### config.mk
export PLATFORM = sky130hd
export DESIGN_NAME = lsu_mem_port
export DESIGN_NICKNAME = d
export VERILOG_FILES = /design/src/rtl/lsu_pkg.sv /design/src/rtl/lsu_lane_align.sv /design/src/rtl/lsu_mem_port.sv
export SDC_FILE = /design/constraint.sdc
export NUM_CORES = 1
export LEC_CHECK = 0
export CORE_ASPECT_RATIO = 1.25
export CORE_UTILIZATION = 44
export CTS_CLUSTER_SIZE = 28
export DETAILED_ROUTE_END_ITERATION = 10
export PLACE_DENSITY = 0.91
export SETUP_SLACK_MARGIN = 0.1
export SLEW_MARGIN = 40
export SYNTH_ARGS = -nofsm -noshare
export SYNTH_HDL_FRONTEND = slang
export SYNTH_HIERARCHICAL = 1
export SYNTH_SLANG_ARGS = --single-unit
### constraint.sdc
create_clock -name clk -period 2.9 [get_ports clk]
set_clock_uncertainty 0.1 [all_clocks]
set_input_delay 0.87 -clock clk [delete_from_list [all_inputs] [get_ports clk]]
set_output_delay 0.87 -clock clk [all_outputs]
set_load 0.005 [all_outputs]
### src/rtl/lsu_pkg.sv
// Shared encodings, FSM state type and lane helpers for the load/store memory port.
package lsu_pkg;

  localparam logic [1:0] SIZE_WORD = 2'b00;
  localparam logic [1:0] SIZE_HALF = 2'b01;
  localparam logic [1:0] SIZE_BYTE = 2'b10;

  typedef enum logic [1:0] {IDLE, BUS, RESP} state_e;

  // Size 2'b11 falls into the default (word) arm of every helper.
  function automatic logic [3:0] be_gen(input logic [1:0] size, input logic [1:0] off);
    case (size)
      SIZE_HALF: return 4'b0011 << off;
      SIZE_BYTE: return 4'b0001 << off;
      default:   return 4'b1111;
    endcase
  endfunction

  function automatic logic [31:0] lane_mask(input logic [1:0] size);
    case (size)
      SIZE_HALF: return 32'h0000_ffff;
      SIZE_BYTE: return 32'h0000_00ff;
      default:   return 32'hffff_ffff;
    endcase
  endfunction

  function automatic logic [1:0] align_off(input logic [1:0] size, input logic [1:0] off);
    case (size)
      SIZE_HALF: return {off[1], 1'b0};
      SIZE_BYTE: return off;
      default:   return 2'b00;
    endcase
  endfunction

  function automatic logic misaligned(input logic [1:0] size, input logic [1:0] off);
    case (size)
      SIZE_HALF: return off[0];
      SIZE_BYTE: return 1'b0;
      default:   return off != 2'b00;
    endcase
  endfunction

endpackage

### src/rtl/lsu_lane_align.sv
// Combinational byte-lane steering: store enables/replication and load right-justification.
module lsu_lane_align
  import lsu_pkg::*;
(
  input  logic [1:0]  size,
  input  logic [1:0]  off,
  input  logic [31:0] wdata,
  input  logic [31:0] mem_rdata,
  output logic [3:0]  be,
  output logic [31:0] lane_wdata,
  output logic [31:0] rdata
);

  always_comb begin
    be = be_gen(size, off);
    case (size)
      SIZE_HALF: lane_wdata = {2{wdata[15:0]}};
      SIZE_BYTE: lane_wdata = {4{wdata[7:0]}};
      default:   lane_wdata = wdata;
    endcase
    rdata = (mem_rdata >> {off, 3'b000}) & lane_mask(size);
  end

endmodule

### src/rtl/lsu_mem_port.sv
// Load/store port with req/ack bus handshake and timeout.
// Optional LSU_MISALIGN_TRAP_EN: misaligned accesses error out without a bus cycle.
module lsu_mem_port
  import lsu_pkg::*;
#(
  parameter int unsigned TIMEOUT_CYC = 16,
  parameter int unsigned CNT_W       = 5
) (
  input  logic        clk,
  input  logic        rst,
  input  logic        req_valid,
  output logic        req_ready,
  input  logic        req_we,
  input  logic [1:0]  req_size,
  input  logic [31:0] req_addr,
  input  logic [31:0] req_wdata,
  output logic        rsp_valid,
  output logic [31:0] rsp_rdata,
  output logic        rsp_err,
  output logic        mem_req,
  output logic        mem_we,
  output logic [31:0] mem_addr,
  output logic [3:0]  mem_be,
  output logic [31:0] mem_wdata,
  input  logic        mem_ack,
  input  logic [31:0] mem_rdata,
  output logic        busy
);

  state_e state_q, state_d;
  logic [CNT_W-1:0] cnt_q;
  logic [1:0]  size_q, off_q;
  logic        we_q;
  logic [31:0] rdata_q;
  logic        err_q;
  logic [31:0] addr_q, wdata_q;
  logic [3:0]  be_q;

  logic        accept, expired, trap;
  logic [1:0]  req_off, al_size, al_off;
  logic [3:0]  al_be;
  logic [31:0] al_wdata, al_rdata;

  assign accept  = (state_q == IDLE) && req_valid;
  assign expired = cnt_q == CNT_W'(TIMEOUT_CYC - 1);
  assign req_off = align_off(req_size, req_addr[1:0]);
`ifdef LSU_MISALIGN_TRAP_EN
  assign trap = misaligned(req_size, req_addr[1:0]);
`else
  assign trap = 1'b0;
`endif

  // One aligner serves both directions: request fields in IDLE, latched fields in BUS.
  assign al_size = (state_q == IDLE) ? req_size : size_q;
  assign al_off  = (state_q == IDLE) ? req_off : off_q;

  lsu_lane_align u_align (
    .size       (al_size),
    .off        (al_off),
    .wdata      (req_wdata),
    .mem_rdata  (mem_rdata),
    .be         (al_be),
    .lane_wdata (al_wdata),
    .rdata      (al_rdata)
  );

  always_ff @(posedge clk) begin
    if (rst) state_q <= IDLE;
    else     state_q <= state_d;
  end

  always_comb begin
    state_d = state_q;
    unique case (state_q)
      IDLE: if (accept) state_d = trap ? RESP : BUS;
      BUS:  if (mem_ack || expired) state_d = RESP;
      RESP: state_d = IDLE;
      default: state_d = IDLE;
    endcase
  end

  always_comb begin
    req_ready = state_q == IDLE;
    busy      = state_q != IDLE;
    mem_req   = state_q == BUS;
    rsp_valid = state_q == RESP;
  end

  always_ff @(posedge clk) begin
    if (rst) begin
      cnt_q   <= '0;
      size_q  <= SIZE_WORD;
      off_q   <= 2'b00;
      we_q    <= 1'b0;
      rdata_q <= '0;
      err_q   <= 1'b0;
      addr_q  <= '0;
      wdata_q <= '0;
      be_q    <= '0;
    end else begin
      cnt_q <= (state_q == BUS) ? cnt_q + 1'b1 : '0;
      if (accept) begin
        size_q  <= al_size;
        off_q   <= req_off;
        we_q    <= req_we;
        addr_q  <= {req_addr[31:2], 2'b00};
        wdata_q <= al_wdata;
        be_q    <= req_we ? al_be : 4'b1111;
        rdata_q <= '0;
        err_q   <= trap;
      end else if (state_q == BUS) begin
        // Ack wins over a simultaneous timeout expiry.
        if (mem_ack) begin
          rdata_q <= we_q ? 32'h0 : al_rdata;
          err_q   <= 1'b0;
        end else if (expired) begin
          rdata_q <= '0;
          err_q   <= 1'b1;
        end
      end
    end
  end

  assign rsp_rdata = rdata_q;
  assign rsp_err   = err_q;
  assign mem_we    = we_q;
  assign mem_addr  = addr_q;
  assign mem_be    = be_q;
  assign mem_wdata = wdata_q;

endmodule
Word-level counts from Yosys, hierarchy flattened
Cells that the tools add are included.
- word-level logic and storage cells: 49
- output and inout port bits: 106
- register bits: 111
- mux-type cells: 15
- shifts and indexed selects: 3
- add/subtract/negate cells: 1
- equality and inequality tests: 9
- reductions and logical operators: 9
- bitwise logic cells: 2
- operators with widths (cell ; count):
    one-hot mux 32 bit (2 select lines) ; 2
    2-to-1 mux 32 bit ; 3
    AND 32 bit ; 1
    right shift 32 x 5 -> 32 bit ; 1
    2-to-1 mux 2 bit ; 4
    one-hot mux 2 bit (2 select lines) ; 2
    one-hot mux 4 bit (2 select lines) ; 1
    == test 2 x 1 -> 1 bit, second input constant ; 3
    == test 2 bit, second input constant ; 3
    adder 5 x 1 -> 5 bit, second input constant ; 1
    == test 5 x 4 -> 1 bit, second input constant ; 1
    2-to-1 mux 4 bit ; 1
    != test 2 x 1 -> 1 bit, second input constant ; 2
    AND reduction 2 bit ; 2
    nonzero test 2 bit ; 2
    OR reduction 2 bit ; 2
    left shift 1 x 2 -> 4 bit, first input constant ; 1
    left shift 2 x 2 -> 4 bit, first input constant ; 1
    zero test 2 bit ; 1
    2-to-1 mux 1 bit ; 2
    logical AND 1 bit ; 1
    logical OR 1 bit ; 1
    NOT 1 bit ; 1

Logic depth before layout (Yosys ltp)
Gate-level depths: netlist of the first run.
- word-level depth: 7
- depth in mapped cells: 12

Hierarchy
The synthesis of the first run kept the hierarchy.
- by module, submodules not included (module ; area an instance (µm²) ; cells each ; seq. area each (µm²) ; instances):
    lsu_mem_port ; 4256.6 ; 511 ; 2222.1 ; 1
    lsu_lane_align ; 1103.6 ; 165 ; 0.0 ; 1

Worst setup path before layout of the first run
Ideal clock, no wire load.
- kind: input to register
- start point: input req_size[0]
- end point: register wdata_q[10], in the netlist mem_wdata[10]
- arrival: 2.230 ns
- path slack: 0.438 ns
- path buffers: 2
- setup time: 0.132 ns
- stages: 10
- required time: 2.668 ns
- path through: inv_1 o21ai_0 inv_1 ha_1 buf_2 or2_1 buf_2 a22o_1 nand2_1 a21oi_1
- word-level cells in the longest chain between the ends: 3
- elaborated cells on any way between the ends: 4
- those cells by class: eq/ne: 2; mux: 2
- RTL lines (item ; line ; source):
    from (decl) ; lsu_mem_port.sv:14 ; input logic [1:0] req_size,
    2-to-1 mux 2 bit (*) ; lsu_mem_port.sv:54 ; assign al_size = (state_q == IDLE) ? req_size : size_q;
    named net al_size[0] ; lsu_mem_port.sv:40 ; logic [1:0] req_off, al_size, al_off;
    == test 2 bit / == test 2 x 1 -> 1 bit (equally long branches) ; lsu_lane_align.sv:16 ; case (size)
    one-hot mux 32 bit (2 select lines) (*) ; lsu_lane_align.sv:16 ;
    named net al_wdata[10] ; lsu_mem_port.sv:42 ; logic [31:0] al_wdata, al_rdata;
    to (signal assigned) ; lsu_mem_port.sv:107 ; wdata_q <= al_wdata;
    to (decl) ; lsu_mem_port.sv:36 ; logic [31:0] addr_q, wdata_q;
Mark *: on every way through the listed nets, which the timed path passes. The rest lies on a longest branch.
A chain may end at the register's enable or synchronous reset.

Worst setup path in the final report of the first run
- start point: input req_size[0]
- end point: register rdata_q[4], in the netlist rsp_rdata[4]
- word-level cells in the longest chain between the ends: 7
- elaborated cells on any way between the ends: 8
- those cells by class: eq/ne: 2; shift: 1; mux: 4; bitwise: 1
- RTL lines (item ; line ; source):
    == test 2 bit / == test 2 x 1 -> 1 bit (equally long branches) ; lsu_pkg.sv:28 ; case (size)
    one-hot mux 2 bit (2 select lines) (*) ; lsu_pkg.sv:28 ;
    2-to-1 mux 2 bit (*) ; lsu_mem_port.sv:55 ; assign al_off = (state_q == IDLE) ? req_off : off_q;
    named net al_off[1] ; lsu_mem_port.sv:40 ;
    right shift 32 x 5 -> 32 bit (*) ; lsu_lane_align.sv:21 ; rdata = (mem_rdata >> {off, 3'b000}) & lane_mask(size);
    AND 32 bit (*) ; lsu_lane_align.sv:21 ;
    named net al_rdata[4] ; lsu_mem_port.sv:42 ;
    2-to-1 mux 32 bit (*) ; lsu_mem_port.sv:114 ; rdata_q <= we_q ? 32'h0 : al_rdata;
    2-to-1 mux 32 bit (*) ; lsu_mem_port.sv:113 ; if (mem_ack) begin
    to (signal assigned) ; lsu_mem_port.sv:114 ;
    to (decl) ; lsu_mem_port.sv:34 ; logic [31:0] rdata_q;
Marked as above.

==> summary.md, run 1 <==
| Metric | Value |
|---|---|
| Die height | `approximately 130 um` |
| Max-cap viol count | `0` |
| Fraction of registers with async set/reset | `0%` |
| Non-filler cells, final | `about 1000` |
| Starting DRT DRC Count | `257` |
| Top cells by count, synth | `154 x nand2_1, 111 x dfxtp_1, 101 x a21oi_1` |
| FF+latch count, synth | `111` |
| Post-Syn Instances | `around 680` |
| CTS clk-pin slew, worst paths | `70 ps` |
| Post-Layout Inst Area | `between 7000 and 8000 sq um` |
| Rows | `44` |
| Final Hold Vio Count | `0` |
| Largest net degree at the start of global routing | `73` |
| Mean Syn Cell Area | `just under 8 sq um` |
| Final nets | `approximately 970` |
| CP max stage delay | `480 ps` |
| Crit-path cells | `clkdlybuf4s50_1 -> inv_1 -> ha_1 -> inv_1 -> o2111ai_1 -> nand2_1 -> buf_6 -> buf_4 -> mux2i_1 -> mux2i_1 -> nand4b_1 -> a21oi_1` |
| H-tree depth | `3` |
| Top delay family on crit path | `buffers and inverters` |
| Post-synthesis sequential area ratio | `around two fifths` |
| Slowest cell on the critical path | `clkdlybuf4s50_1` |
| Dpl hpwl | `roughly 11000 um` |
| Tot GR Track Use | `25.2%` |
| TritonCTS clock tree | `done` |
| Crit start category | `input pin` |
| # IOs | `209` |
| Final period util | `between 90% and 100%` |
| Synth Flop Type | `dfxtp_1` |
| Final Critical Period | `2770 ps` |
| Layout cells sized above 1 | `7.33%` |
| CTS buffer count | `9` |
| Setup TNS | `0 ps` |
| Post-detailed-route wirelength per cell | `15.7 um` |
| Residual DRC | `0` |
| Clk sinks | `111` |
| Yosys top cell area share | `41.5%` |
| Leakage | `approximately 2.8 nW` |
| Vias in the first global route | `5238` |
| Core region area | `11700 sq um` |
| Worst skew pair latency | `~340 ps` |
| Fmax | `about 0.36 GHz` |
| Area leader, netlist | `dfxtp_1` |
| Slew headroom | `49.5%` |
| Placed cells | `1005` |
| Starting Density | `45.7%` |
| Total global routing overflow | `0` |
| Full die area | `12600 sq um` |
| Status | `complete, no violations` |
| Total power draw | `3.91 mW` |
| Most numerous cell in the Yosys netlist | `nand2_1` |
| Worst Setup Path Type | `input pin to register` |
| Final Setup Violations | `0` |
| Die W | `101 um` |
| WL final | `16100 um` |
| Root Buffer | `clkbuf_16` |
| Final worst slack | `128 ps` |
| Setup bufs post-CTS | `0` |
| DR vias/cell | `about 5.4` |
| IO buf count | `206` |
| Pre-antenna DRT Iters | `5` |
| Post-Syn Area | `about 5400 sq um` |
| Max-slew violation count | `0` |
| Initial antenna violation count | `0` |
| Tightest Hold Check Type | `register to register` |
| Post-route ant nets | `0` |
| Arrival time worst endpoint | `2900 ps` |
| Place WS | `-345 ps` |
| Buf/Inv on CP | `5` |
| Dpl cell area | `7520 sq um` |
| Worst-Margin Slew | `about 760 ps` |
| Data required time of the worst path | `3020 ps` |
| CP Max Fanout | `15` |
| Placer Congestion | `0.942` |
| Power density over cell area | `497 nW/um^2` |
| EDFF count, synth | `0` |
| Max VDD drop | `approximately 0.26 mV` |
| Warnings from Yosys | `6` |
| Vias | `5502` |
| Largest cells by area after synthesis | `dfxtp_1 41%, nand2_1 11%, a21oi_1 9.4%` |
| Distinct cells, synth | `37` |
| Global-route wire length before repair | `~25000 um` |
| Crit end category | `register` |
| Area growth syn-to-layout | `46.8%` |
| RSZ-0062 raised after global routing | `yes` |
| N_diodes | `0` |
| Clock Tree Buf Depth | `2` |
-- flip-flops by register name, summed over array words and instances, names as in the netlist --
register	count
mem_wdata	32
mem_we	1
state_q	2
off_q	2
mem_addr	30
rsp_rdata	32
cnt_q	5
rsp_err	1
size_q	2
mem_be	4
-- per-layer routing --
metal	GRT usage (%)	vias up	routed length (um)
met4	10.1	0	502
li1	-	2655	-
met5	0	-	0
met2	44.4	250	8080
met1	28.7	2561	6210
met3	6.20	36	1280
-- final timing paths --
path                  end  depth (start not counted)  slack, ps        start
max          rsp_rdata[4]                         12        130  req_size[0]
min              cnt_q[0]                          1        350     cnt_q[0]
max reg2reg  rsp_rdata[8]                          9        570   state_q[1]
min reg2reg      cnt_q[0]                          1        350     cnt_q[0]
-- cell families after synthesis --
| group | after synthesis | share of synthesized area [%] |
|---|---|---|
| buffers and inverters | 92 | 9.08 |
| XOR/XNOR | 2 | 0.327 |
| flip-flops | 111 | 41.5 |
| AO/OA/AOI/OAI | 190 | 19.5 |
| multiplexers | 32 | 5.98 |
| adder cells (fa/ha/maj) | 7 | 1.63 |
| AND/OR/NAND/NOR | 241 | 22.0 |
| other | 1 | 0.0700 |
-- report_power, final --
| group | switching [mW] | internal (mW) | total, mW |
|---|---|---|---|
| clock | 0.540 | 0.804 | 1.34 |
| combinational | 0.443 | 0.479 | 0.921 |
| sequential | 0.0399 | 1.60 | 1.64 |
| total | 1.02 | 2.89 | 3.91 |
-- layout make-up --
type                       count  area [sq um]
inverter                      19          71.3
clock buffer                  13           260
sequential                   111          2220
multi-input combinational    474          2680
clock inverter                 3          65.1
tap                          161           201
fill                         957          3860
timing repair buffer         240          2370
-- cell usage in the layout (no fill, tap or decap), drive strengths merged --
cell           instances
bufinv                 2
nand2b                 6
inv                   19
buf                   35
o211ai                 1
o2111ai                2
o32ai                  8
xor2                   1
a211oi                 1
and3                   1
or3b                   1
xnor2                  1
clkbuf                13
nor3                   4
nor2                  20
clkdlybuf4s50        205
dfxtp                111
nand3                  3
nand2                154
nand4b                32
or2                    3
a21oi                101
and2                   8
mux2i                 32
o21ai                 61
nor3b                  6
a22o                   8
a22oi                  8
clkinv                 1
ha                     7
conb                   2
nor2b                  3
-- through the flow --
step / hold WS, ps / utilization, %
2_1_floorplan: 318 / -
3_3_place_gp: 332 / 64.1
3_5_place_dp: 339 / 64.1
4_1_cts: 355 / 66.9
5_1_grt: 367 / 67.1
6_report: 352 / 67.1
-- worst register-to-register path, stage by stage, from the launching register on --
cell and delay, ps:
dfxtp_1 350, or2_2 390, o21ai_1 180, inv_1 80, buf_4 130, ha_1 210
or2_1 350, o32ai_1 180, nand4b_1 150, a21oi_1 170
-- what timing repair did --
action / 4_1_cts / 5_1_grt
resized for setup: 1 / 9
hold buffers: 0 / 0
hold endpoints to repair: 0 / 0
setup endpoints to repair: 8 / 35
Power figures use the tool's default switching activity.
==> inputs of run 2 (changes only) <==
--- a/config.mk
+++ b/config.mk
@@ -7,11 +7,11 @@
 export LEC_CHECK = 0
 export CORE_ASPECT_RATIO = 1.25
 export CORE_UTILIZATION = 44
+export CTS_BUF_LIST = sky130_fd_sc_hd__clkbuf_16
 export CTS_CLUSTER_SIZE = 28
 export DETAILED_ROUTE_END_ITERATION = 10
 export PLACE_DENSITY = 0.91
 export SETUP_SLACK_MARGIN = 0.1
-export SLEW_MARGIN = 40
 export SYNTH_ARGS = -nofsm -noshare
 export SYNTH_HDL_FRONTEND = slang
 export SYNTH_HIERARCHICAL = 1
==> summary.md, run 2 (synthesis gave the netlist of run 1 again) <==
| Metric | Value |
|---|---|
| Dpl hpwl | `11400 um (unchanged)` |
| Worst Hold End | `cnt_q[0]` |
| Slowest cell on the critical path | `clkdlybuf4s50_1` |
| Post-route ant nets | `0 (unchanged)` |
| Crit end category | `register` |
| Final Hold Vio Count | `0 (unchanged)` |
| N_diodes | `0 (unchanged)` |
| Total power draw | `3.85 mW (-1.6%)` |
| Starting DRT DRC Count | `283 (+10%)` |
| Reg2reg setup slack | `560 ps (about the same)` |
| Rows | `44 (unchanged)` |
| Arrival time worst endpoint | `2890 ps (about the same)` |
| Area growth syn-to-layout | `46.5%` |
| R2R depth | `9 (unchanged)` |
| Largest net degree at the start of global routing | `73 (unchanged)` |
| Data required time of the worst path | `3020 ps (about the same)` |
| Power density over cell area | `490 nW/um^2 (-1.3%)` |
| Met2 usage | `44.4% (+0.081 points)` |
| Max-cap viol count | `0 (unchanged)` |
| Grt met1 use | `28.7% (-0.070 points)` |
| Initial antenna violation count | `0 (unchanged)` |
| Die W | `101 um (unchanged)` |
| Die height | `125 um (unchanged)` |
| Final nets | `965 (unchanged)` |
| Worst Setup Path Type | `input pin to register` |
| Vias in the first global route | `5240 (+0.038%)` |
| CTS buffer count | `9 (unchanged)` |
| Hold Slack | `353 ps (+0.778 ps)` |
| CP Max Fanout | `15 (unchanged)` |
| Worst skew pair latency | `340 ps (about the same)` |
| Final Setup Violations | `0 (unchanged)` |
| Core region area | `11700 sq um (unchanged)` |
| GR peak layer | `met2` |
| Worst r2r dst | `rsp_rdata[8]` |
| CTS clk-pin slew, worst paths | `70 ps (about the same)` |
| Min-delay src | `cnt_q[0]` |
| Final Critical Period | `2770 ps (-4.66 ps)` |
| Setup TNS | `0 ps (unchanged)` |
| Origin of the critical flop-to-flop path | `state_q[1]` |
| Max VDD drop | `0.259 mV (-0.98%)` |
| Leakage | `2.84 nW (-0.10%)` |
| Full die area | `12600 sq um (unchanged)` |
| H-tree depth | `3 (unchanged)` |
| Layout cells sized above 1 | `7.09% (-0.23 points)` |
| Fill cells | `961 (+0.42%)` |
| Slew headroom | `49.6% (+0.18 points)` |
| IO buf count | `206 (unchanged)` |
| Residual DRC | `0 (unchanged)` |
| Status | `complete, no violations` |
| Vias | `5471 (-0.56%)` |
| Pre-antenna DRT Iters | `5 (unchanged)` |
| Starting Density | `45.7% (unchanged)` |
| M3 GR Usage | `6.20% (unchanged)` |
| RSZ-0062 raised after global routing | `yes` |
| Placer Congestion | `0.942 (unchanged)` |
| WL final | `16100 um (about the same)` |
| Global-route wire length before repair | `25400 um (about the same)` |
| Tot GR Track Use | `25.1% (about the same)` |
| Post-detailed-route wirelength per cell | `15.7 um (about the same)` |
| Crit start category | `input pin` |
| Hold Path Stages | `1 (unchanged)` |
| Max-slew violation count | `0 (unchanged)` |
| CP max stage delay | `480 ps (about the same)` |
| Most frequent cells in the layout | `205 x clkdlybuf4s50_1, 154 x nand2_1, 111 x dfxtp_1` |
| Root Buffer | `clkbuf_16` |
| # IOs | `209 (unchanged)` |
| TritonCTS clock tree | `done` |
| Total global routing overflow | `0 (unchanged)` |
| Clock Tree Buf Depth | `2 (unchanged)` |
| Worst-Margin Slew | `755 ps (-2.73 ps)` |
| DR vias/cell | `5.36 (-0.56%)` |
| Crit-path cells | `clkdlybuf4s50_1 -> inv_1 -> ha_1 -> inv_1 -> o2111ai_1 -> nand2_1 -> buf_6 -> buf_4 -> mux2i_1 -> mux2i_1 -> nand4b_1 -> a21oi_1` |
| Tightest Hold Check Type | `register to register` |
| Clk sinks | `111 (unchanged)` |
| Fmax | `0.361 GHz (+0.17%)` |
| Final period util | `95.4% (-0.16 points)` |
| Most common cell after layout, fill and taps aside | `clkdlybuf4s50_1` |
## run 2: changes by cell type in the layout (fill, tap and decap cells not counted), sizes merged
cell / before / now
clkbuf: 13 / 9
clkinv: 1 / 3
inv: 19 / 21
## run 2: layout make-up
class	instances	area (sq um)	share of cell area [%]
Multi-Input combinational cell	474	2680	34.1
Timing Repair Buffer	240	2370	30.2
Sequential cell	111	2220	28.3
Clock buffer	9	225	2.87
Tap cell	161	201	2.57
Clock inverter	7	80.1	1.02
Inverter	19	71.3	0.909
## run 2: worst max-delay path: cells and delay by family
kind	cells	cell delay (ps)
adders and majority gates	1	280
muxes	2	290
buffers and inverters	5	1000
AOI/OAI and AO/OA	2	170
and+or+nand+nor	2	280
## run 2: through the flow
| stage | utilization (%) | area, sq um | cells | worst slack [ps] |
|---|---|---|---|---|
| after CTS | 66.7 | 7830 | 1021 | 119 |
| final | 66.9 | 7850 | 1021 | 132 |
| after global routing | 66.9 | 7850 | 1021 | 67.6 |
| after global placement | 64.1 | 7520 | 1005 | -299 |
| after detailed placement | 64.1 | 7520 | 1005 | -345 |
| after floorplan | - | 5360 | 677 | 438 |
## run 2: what timing repair did
action                     in CTS  in global routing
buffers inserted                0                  0
hold buffers                    0                  0
cloned                          0                  0
setup endpoints to repair       8                 35
gates resized for setup         1                  9
## run 2: power breakdown
group,internal (mW),total [mW],switching [mW],leakage (nW)
sequential,1.60,1.64,0.0399,0.906
combinational,0.479,0.920,0.442,1.77
clock,0.744,1.28,0.540,0.157
## run 2: routing by layer
| metal | wire (um) | vias up |
|---|---|---|
| li1 | - | 2658 |
| met1 | 6280 | 2530 |
| met2 | 8060 | 244 |
| met3 | 1260 | 39 |
| met4 | 475 | 0 |
| met5 | 0 | - |
## run 2: worst max-delay path by stage
stage / cells past startpoint / to / slack, ps / start
6_report: 12 / rsp_rdata[4] / 130 / req_size[0]
5_1_grt: 9 / rsp_rdata[13] / 70 / req_size[1]
4_1_cts: 12 / rsp_rdata[4] / 120 / req_size[0]
3_5_place_dp: 10 / mem_wdata[11] / -340 / req_size[0]
3_3_place_gp: 10 / mem_wdata[15] / -300 / req_size[0]
2_1_floorplan: 10 / mem_wdata[10] / 440 / req_size[0]
==> inputs of run 3 (changes only) <==
--- a/config.mk
+++ b/config.mk
@@ -8,7 +8,7 @@
 export CORE_ASPECT_RATIO = 1.25
 export CORE_UTILIZATION = 44
 export CTS_BUF_LIST = sky130_fd_sc_hd__clkbuf_16
-export CTS_CLUSTER_SIZE = 28
+export CTS_CLUSTER_SIZE = 25
 export DETAILED_ROUTE_END_ITERATION = 10
 export PLACE_DENSITY = 0.91
 export SETUP_SLACK_MARGIN = 0.1
==> results of run 3 <==
No change in the layout: final DEF, timing and power equal those of run 2.
